$ cat config.mk
export PLATFORM = sky130hd
export DESIGN_NAME = cv32e40x_data_obi_arbiter
export DESIGN_NICKNAME = d
export VERILOG_FILES = /design/src/rtl/cv32e40x_data_obi_arbiter.sv
export SDC_FILE = /design/constraint.sdc
export NUM_CORES = 1
export LEC_CHECK = 0
export BUFFER_PORTS_ARGS = -buffer_cell sky130_fd_sc_hd__buf_2
export CORE_AREA = 2 2 111 113
export CTS_BUF_LIST = sky130_fd_sc_hd__clkbuf_2
export DETAILED_ROUTE_END_ITERATION = 7
export DIE_AREA = 0 0 113 115
export GPL_TIMING_DRIVEN = 0
export SYNTH_ARGS = -nofsm -noshare
export SYNTH_HDL_FRONTEND = slang
export SYNTH_SLANG_ARGS = --single-unit
$ cat constraint.sdc
create_clock -name clk -period 1.55 [get_ports clk]
set_input_delay 0.3875 -clock clk [delete_from_list [all_inputs] [get_ports clk]]
set_output_delay 0.3875 -clock clk [all_outputs]
set_load 0.03 [all_outputs]
$ cat src/rtl/cv32e40x_data_obi_arbiter.sv
// rtl/cv32e40x_data_obi_arbiter.sv - two-port data OBI arbiter with request lock and in-order response routing
// Define CV32E40X_DATA_OBI_ARB_RR_EN for round-robin arbitration; fixed priority (port 0) otherwise.
package cv32e40x_data_obi_arbiter_pkg;
  typedef struct packed {
    logic [31:0] addr;
    logic        we;
    logic [3:0]  be;
    logic [31:0] wdata;
  } obi_data_req_t;

  typedef struct packed {
    logic [31:0] rdata;
    logic        err;
  } obi_data_resp_t;
endpackage

module cv32e40x_data_obi_arbiter
  import cv32e40x_data_obi_arbiter_pkg::*;
#(
  parameter int MAX_OUTSTANDING = 2
) (
  input  logic           clk,
  input  logic           rst_n,
  input  logic           req0_valid_i,
  output logic           req0_ready_o,
  input  obi_data_req_t  req0_i,
  input  logic           req1_valid_i,
  output logic           req1_ready_o,
  input  obi_data_req_t  req1_i,
  output logic           resp0_valid_o,
  output logic           resp1_valid_o,
  output obi_data_resp_t resp_o,
  output logic           trans_valid_o,
  input  logic           trans_ready_i,
  output obi_data_req_t  trans_o,
  input  logic           resp_valid_i,
  input  obi_data_resp_t resp_i
);

  localparam int CNT_W = $clog2(MAX_OUTSTANDING + 1);
  localparam int PTR_W = (MAX_OUTSTANDING > 1) ? $clog2(MAX_OUTSTANDING) : 1;

  typedef enum logic {
    IDLE,
    LOCKED
  } lock_state_e;

  lock_state_e                state_q, state_d;
  logic                       locked_port_q, locked_port_d;
  logic                       idle_sel;
  logic                       sel;
  logic                       sel_valid;
  logic                       full;
  logic                       trans_valid;
  logic                       accept;
  logic                       pop;
  logic                       head_id;
  logic [CNT_W-1:0]           cnt_q;
  logic [PTR_W-1:0]           wptr_q, rptr_q;
  logic [MAX_OUTSTANDING-1:0] id_q;

  function automatic logic [PTR_W-1:0] ptr_inc(input logic [PTR_W-1:0] p);
    return (p == PTR_W'(MAX_OUTSTANDING - 1)) ? '0 : p + PTR_W'(1);
  endfunction

`ifdef CV32E40X_DATA_OBI_ARB_RR_EN
  logic rr_ptr_q;

  assign idle_sel = (req0_valid_i && req1_valid_i) ? rr_ptr_q : req1_valid_i;

  // Hand priority to the port that lost the last accepted transfer.
  always_ff @(posedge clk or negedge rst_n) begin
    if (!rst_n) begin
      rr_ptr_q <= 1'b0;
    end else if (accept) begin
      rr_ptr_q <= !sel;
    end
  end
`else
  assign idle_sel = !req0_valid_i;
`endif

  // Full is taken from the registered count only, so a same-cycle response cannot unblock.
  assign full        = (cnt_q == CNT_W'(MAX_OUTSTANDING));
  assign sel         = (state_q == LOCKED) ? locked_port_q : idle_sel;
  assign sel_valid   = sel ? req1_valid_i : req0_valid_i;
  assign trans_valid = sel_valid && !full;
  assign accept      = trans_valid && trans_ready_i;

  always_comb begin
    state_d       = state_q;
    locked_port_d = locked_port_q;
    case (state_q)
      IDLE: begin
        if (trans_valid && !trans_ready_i) begin
          state_d       = LOCKED;
          locked_port_d = sel;
        end
      end
      LOCKED: begin
        if (accept) begin
          state_d = IDLE;
        end
      end
      default: state_d = IDLE;
    endcase
  end

  always_ff @(posedge clk or negedge rst_n) begin
    if (!rst_n) begin
      state_q       <= IDLE;
      locked_port_q <= 1'b0;
    end else begin
      state_q       <= state_d;
      locked_port_q <= locked_port_d;
    end
  end

  assign pop     = resp_valid_i && (cnt_q != '0);
  assign head_id = id_q[rptr_q];

  always_ff @(posedge clk or negedge rst_n) begin
    if (!rst_n) begin
      cnt_q  <= '0;
      wptr_q <= '0;
      rptr_q <= '0;
      id_q   <= '0;
    end else begin
      if (accept) begin
        id_q[wptr_q] <= sel;
        wptr_q       <= ptr_inc(wptr_q);
      end
      if (pop) begin
        rptr_q <= ptr_inc(rptr_q);
      end
      case ({accept, pop})
        2'b10:   cnt_q <= cnt_q + CNT_W'(1);
        2'b01:   cnt_q <= cnt_q - CNT_W'(1);
        default: cnt_q <= cnt_q;
      endcase
    end
  end

  // Outputs are forced low while reset is held so they clear immediately.
  assign trans_valid_o = rst_n && trans_valid;
  assign req0_ready_o  = rst_n && !full && trans_ready_i && !sel;
  assign req1_ready_o  = rst_n && !full && trans_ready_i && sel;
  assign trans_o       = rst_n ? (sel ? req1_i : req0_i) : '0;
  assign resp0_valid_o = rst_n && pop && !head_id;
  assign resp1_valid_o = rst_n && pop && head_id;
  assign resp_o        = rst_n ? resp_i : '0;

  a_locked_valid_held: assert property (@(posedge clk) disable iff (!rst_n)
    (state_q == LOCKED) |-> (locked_port_q ? req1_valid_i : req0_valid_i));

  a_no_resp_when_empty: assert property (@(posedge clk) disable iff (!rst_n)
    resp_valid_i |-> (cnt_q != '0));

endmodule
==> metrics, run 1 <==
number of global-route vias before repair 3509; Final Hold Fails 0; Synth Register Bits 8; async set or reset register ratio after synthesis 1.00; reg2reg setup slack -0.33 ns; global-route wire length before repair 16700 µm; Die Y 115 µm; sequential area share after synthesis 0.109; die extent in x 113 µm; HP Start trans_ready_i; Hold Path Stages 2; outcome finished with violations; clock skew 0.00995 ns; Mapped Avg Cell Area 5.78 µm²; Pwr Density 1500 nW/µm²; clock tree sinks 8; FF-to-FF path depth 12; initial core utilization 0.155; post-synthesis cell type count 29; ranking of synthesized cells by area nand2_1 (29%), a21boi_1 (28%), and2_1 (11%), dfrtp_1 (11%), buf_2 (4.1%); dominant synthesized flop cell dfrtp_1; post-route ant nets 0; Pleak 2.94 nW; yosys warns 0; # fillers 1092; WP data required 1.16 ns; Iter 0 DRT Violations 109; Post-Syn Nets 495; dpl ws -0.803 ns; Rows 40; Max-cap violations 0; placed cell area 4230 µm²; vias per cell 4.40; Antenna Cells 0; GRT Overall Usage 0.158; PortBufs 282; router iterations before antenna repair 6; Tmin final 2.12 ns; DP Wirelength 8720 µm; clock root buffer clkbuf_2; Post-synth EDFFs 0; crit start category flop; Commonest cells post-synth nand2_1 (141), a21boi_1 (69), and2_1 (33), buf_2 (15), clkbuf_1 (11); I/O Pins 284; CTS Buf Count 3; # DRC 20; Clk pin slew, worst setup/hold paths 0.09 ns; total number of vias 3430; Slew Viols, Final 0; cell with the most instances after synthesis nand2_1; r2r endpoint cnt_q[1]; Synth Instances 317; routability cong. 0.785; critical path class reg2out; post-route cell area 5610 µm²; Data arrival, critical path 1.74 ns; CP max FO 6; antenna violations before repair 1; CP endpoint kind output port; worst vdd ir 0.000634 V; HP Class in2reg; Yosys top cell area share 0.289; DR WL/cell 14.5 µm; Synth area leader nand2_1; Layout area overhead 206%; Slew headroom 0.689; # nets final 813; fraction of layout cells with a size suffix above 1 0.761; final WL 11300 µm; Clock Latency Late Sink 0.24 ns; core area 11800 µm²; fmax 471 MHz; final worst setup slack -0.573 ns; GR Overflow Total 0; Longest Clk Path Bufs 2; largest net degree at the start of global routing 11; full die area 13000 µm²; failing checks design-rule violations, negative setup slack; TritonCTS clock tree yes; Post-Synthesis Cell Area 1830 µm²; H-tree depth 1; Finish-stage setup viols 78; fraction of the cycle the final worst path needs 1.37; Worst-Margin Slew 0.466 ns; unrepaired setup endpoints after global routing true
[per-layer routing]
layer,wire length [µm],vias to the layer above,track usage
met1,3900,1587,0.162
met2,6360,173,0.331
met4,195,2,0.0341
li1,-,1658,-
met5,17,-,0
met3,867,10,0.0274
[cells by family (layout without fill, tap and decap cells)]
kind of cell	Yosys count	count (layout)	share of synthesized area
simple gates	192	192	0.451
compound gates	78	78	0.320
buf+inv	30	346	0.0717
flops	8	8	0.109
xor+xnor	5	5	0.0239
mux	3	3	0.0171
fa+ha+maj	1	1	0.00683
[worst max-delay path: stages (launching register included)]
cell	delay [ns]
dfrtp_2	0.47
nand2b_4	0.10
a21boi_4	0.21
buf_6	0.18
buf_6	0.15
nand2_2	0.08
a21boi_4	0.15
buf_6	0.14
[what timing repair did]
item                                   in CTS  in global routing
gates resized for setup                   231                148
buffers inserted                            9                 13
hold buffers                                2                  0
pin swaps                                  14                 19
gates cloned                                5                  3
setup endpoints to repair                 110                110
endpoints found under the hold margin       4                  0
[worst max path at each step]
stage	slack (ns)	cells after the start	endpoint
detailed placement	-0.80	6	req0_ready_o
global route	-0.66	7	trans_o[9]
finish	-0.57	7	trans_o[9]
floorplan	-0.27	6	trans_o[59]
global placement	-0.77	6	req0_ready_o
CTS	-0.58	7	trans_o[60]
[cell usage in the layout, fill, tap and decap left out, types with 3 or more instances in the layout]
cell      synthesis  final
and2_1           33     19
nand2_1         141     97
and2_4            0     14
clkbuf_1         11      6
a21boi_4          0     69
buf_4             0     19
clkbuf_2          0      3
buf_2            15    187
buf_6             0    113
nand2_2           0     27
inv_2             2      4
buf_8             0      8
xor2_1            3      3
nor2_1            7      5
nand2_4           0     17
dfrtp_1           8      6
[metrics by stage]
stage | total power [W] | utilization | instances | setup TNS (ns) | hold slack, ns
final | 0.00844 | 0.475 | 780 | -39.13 | 0.383
after global routing | 0.00895 | 0.475 | 780 | -46.10 | 0.385
after CTS | 0.00767 | 0.432 | 765 | -44.75 | 0.370
after detailed placement | 0.00583 | 0.358 | 746 | -68.32 | 0.328
after global placement | 0.00572 | 0.358 | 746 | -67.31 | 0.329
after floorplan | 0.00455 | - | 317 | -15.35 | 0.0919
[power by group]
group	switching, W	internal [W]	total [W]
Sequential	0.000138	0.000328	0.000466
Clock	0.0000741	0.0000528	0.000127
Combinational	0.00422	0.00363	0.00785
[final cells by class]
class / instances / area [µm²] / area share
Clock buffer: 3 / 15.0 / 0.00267
Buffer: 26 / 260 / 0.0464
Sequential cell: 8 / 203 / 0.0361
Multi-Input combinational cell: 279 / 2620 / 0.467
Timing Repair Buffer: 313 / 2310 / 0.412
Tap cell: 147 / 184 / 0.0328
Inverter: 4 / 15.0 / 0.00267
Note: power is estimated with default switching activity, not from simulation.
==> run 2, diff against run 1 <==
--- a/config.mk
+++ b/config.mk
@@ -5,11 +5,11 @@
 export SDC_FILE = /design/constraint.sdc
 export NUM_CORES = 1
 export LEC_CHECK = 0
-export BUFFER_PORTS_ARGS = -buffer_cell sky130_fd_sc_hd__buf_2
-export CORE_AREA = 2 2 111 113
+export CORE_AREA = 2 2 110 112
 export CTS_BUF_LIST = sky130_fd_sc_hd__clkbuf_2
 export DETAILED_ROUTE_END_ITERATION = 7
-export DIE_AREA = 0 0 113 115
+export DIE_AREA = 0 0 112 114
+export DONT_BUFFER_PORTS = 1
 export GPL_TIMING_DRIVEN = 0
 export SYNTH_ARGS = -nofsm -noshare
 export SYNTH_HDL_FRONTEND = slang
==> run 2 against run 1 <==
The run ends with negative setup slack left. Sequential cell count is the same. Count of clock-buffer cells in the layout unchanged. Critical path type unchanged. Via count decreased by 32%. Largest power group unchanged.
==> metrics, run 2 (same netlist as run 1, synthesis figures left out) <==
# DRC 0 (was 20); die extent in x 112 µm (was 113 µm); Clk pin slew, worst setup/hold paths 0.07 ns (was 0.09 ns); fraction of layout cells with a size suffix above 1 0.687 (was 0.761); Worst-Margin Slew 0.448 ns (was 0.466 ns); HP Start trans_ready_i (unchanged); largest net degree at the start of global routing 11 (unchanged); Slew Viols, Final 0 (unchanged); post-route ant nets 0 (unchanged); unrepaired setup endpoints after global routing true (unchanged); Layout area overhead 107% (was 206%); routability cong. 0.789 (was 0.785); antenna violations before repair 1 (unchanged); commonest non-fill, non-tap cell in the layout nand2_1 (was buf_2); placed cell area 2820 µm² (was 4230 µm²); Data arrival, critical path 1.74 ns (about the same); CP endpoint kind output port (unchanged); final worst setup slack -0.574 ns (was -0.573 ns); initial core utilization 0.156 (was 0.155); Longest Clk Path Bufs 2 (unchanged); WP data required 1.16 ns (about the same); Slew headroom 0.701 (was 0.689); worst vdd ir 0.00103 V (was 0.000634 V); total number of vias 2322 (was 3430); vias per cell 4.69 (was 4.40); Overall Power 0.00750 W (was 0.00844 W); outcome finished with violations (unchanged); multi-input combinational cell area 2800 µm² (was 2620 µm²); Tmin final 2.12 ns (about the same); CP max FO 6 (unchanged); GRT Overall Usage 0.116 (was 0.158); critical path class reg2out (unchanged); I/O Pins 284 (unchanged); post-route cell area 3800 µm² (was 5610 µm²); DP Wirelength 6710 µm (was 8720 µm); Die Y 114 µm (was 115 µm); register area 201 µm² (was 203 µm²); TritonCTS clock tree yes (unchanged); Final Hold Fails 0 (unchanged); router iterations before antenna repair 4 (was 6); GR Overflow Total 0 (unchanged); most frequent cells in the layout nand2_1 (73), a21boi_4 (70), nand2_4 (36) (was buf_2 (187), buf_6 (113), nand2_1 (97)); PortBufs 0 (was 282); # fillers 1165 (was 1092); number of global-route vias before repair 2226 (was 3509); clock root buffer clkbuf_2 (unchanged); Pleak 1.71 nW (was 2.94 nW); Antenna Cells 0 (unchanged); Clock Latency Late Sink 0.24 ns (about the same); clock tree sinks 8 (unchanged); failing checks negative setup slack (was design-rule violations, negative setup slack); # nets final 528 (was 813); crit start category flop (unchanged); Rows 40 (unchanged); core area 11700 µm² (was 11800 µm²); clock skew 0.0129 ns (was 0.00995 ns); final WL 8790 µm (was 11300 µm); fraction of the cycle the final worst path needs 1.37 (about the same); Pwr Density 1970 nW/µm² (was 1500 nW/µm²); Iter 0 DRT Violations 56 (was 109); full die area 12800 µm² (was 13000 µm²); Finish-stage setup viols 78 (unchanged); DR WL/cell 17.8 µm (was 14.5 µm); global-route wire length before repair 11700 µm (was 16700 µm); Max-cap violations 0 (unchanged); CTS Buf Count 3 (unchanged); fmax 471 MHz (about the same); H-tree depth 1 (unchanged); WHS 0.245 ns (was 0.383 ns); HP Class in2reg (unchanged)
-- run 2: changes by cell type in the layout (fill, tap and decap cells not counted), moves of 2 or more --
cell / change
buf_2: -186
buf_6: -104
and2_2: +29
nand2_1: -24
nand2_4: +19
and2_1: -17
and2_4: -12
buf_8: +6
buf_4: -5
nand2_2: +5
clkbuf_2: +3
clkbuf_16: +2
-- run 2: cell type report --
class                   instances  area share
well taps                     147      0.0484
plain buffers                  25      0.0626
flip-flops and latches          8      0.0530
clock buffers                   3     0.00395
multi-input cells             279       0.738
inverters                       4     0.00395
repair buffers                 29      0.0899
-- run 2: final timing paths --
check | end | slack, ns | depth (start not counted)
min reg2reg | cnt_q[1] | 0.51 | 1
max reg2reg | cnt_q[1] | -0.24 | 11
min | flop | 0.24 | 1
max in group asynchronous | asynchronous set/reset pin | 0.73 | 1
min in group asynchronous | id_q[0] | 0.50 | 1
max | trans_o[44] | -0.57 | 6
-- run 2: power breakdown --
group | leakage, nW | switching (W) | internal, W
clock network | 0.0125 | 0.0000725 | 0.0000528
registers | 0.0924 | 0.000116 | 0.000325
logic | 1.60 | 0.00411 | 0.00282
total | 1.71 | 0.00430 | 0.00320
-- run 2: critical path: stages, from the launching register on --
cell and delay, ns:
dfrtp_2 0.46, nand2b_4 0.10, a21boi_4 0.24, buf_8 0.18
buf_8 0.12, nand2_1 0.09, a21boi_4 0.30
-- run 2: layer usage --
| metal | global-route usage | share of wire | vias up |
|---|---|---|---|
| li1 | - | - | 1085 |
| met1 | 0.106 | 0.31 | 1064 |
| met2 | 0.245 | 0.58 | 167 |
| met3 | 0.0414 | 0.11 | 4 |
| met4 | 0.0179 | 0.0024 | 2 |
| met5 | 0 | 0.0014 | - |
-- run 2: timing repair --
| item | CTS | global route |
|---|---|---|
| cloned | 4 | 3 |
| gates resized for setup | 158 | 65 |
| pin swaps | 72 | 77 |
| hold buffers | 1 | 0 |
| buffers inserted | 17 | 7 |
| setup endpoints to repair | 109 | 91 |
| hold endpoints to repair | 8 | 0 |
-- run 2: per-stage QoR --
step / worst slack [ns] / TNS (ns) / util / cells
after floorplan: -0.267 / -15.35 / - / 317
after global placement: -0.683 / -48.05 / 0.241 / 464
after detailed placement: -0.718 / -51.46 / 0.241 / 464
after CTS: -0.561 / -38.17 / 0.298 / 488
after global routing: -0.661 / -44.55 / 0.324 / 495
final: -0.574 / -37.96 / 0.324 / 495
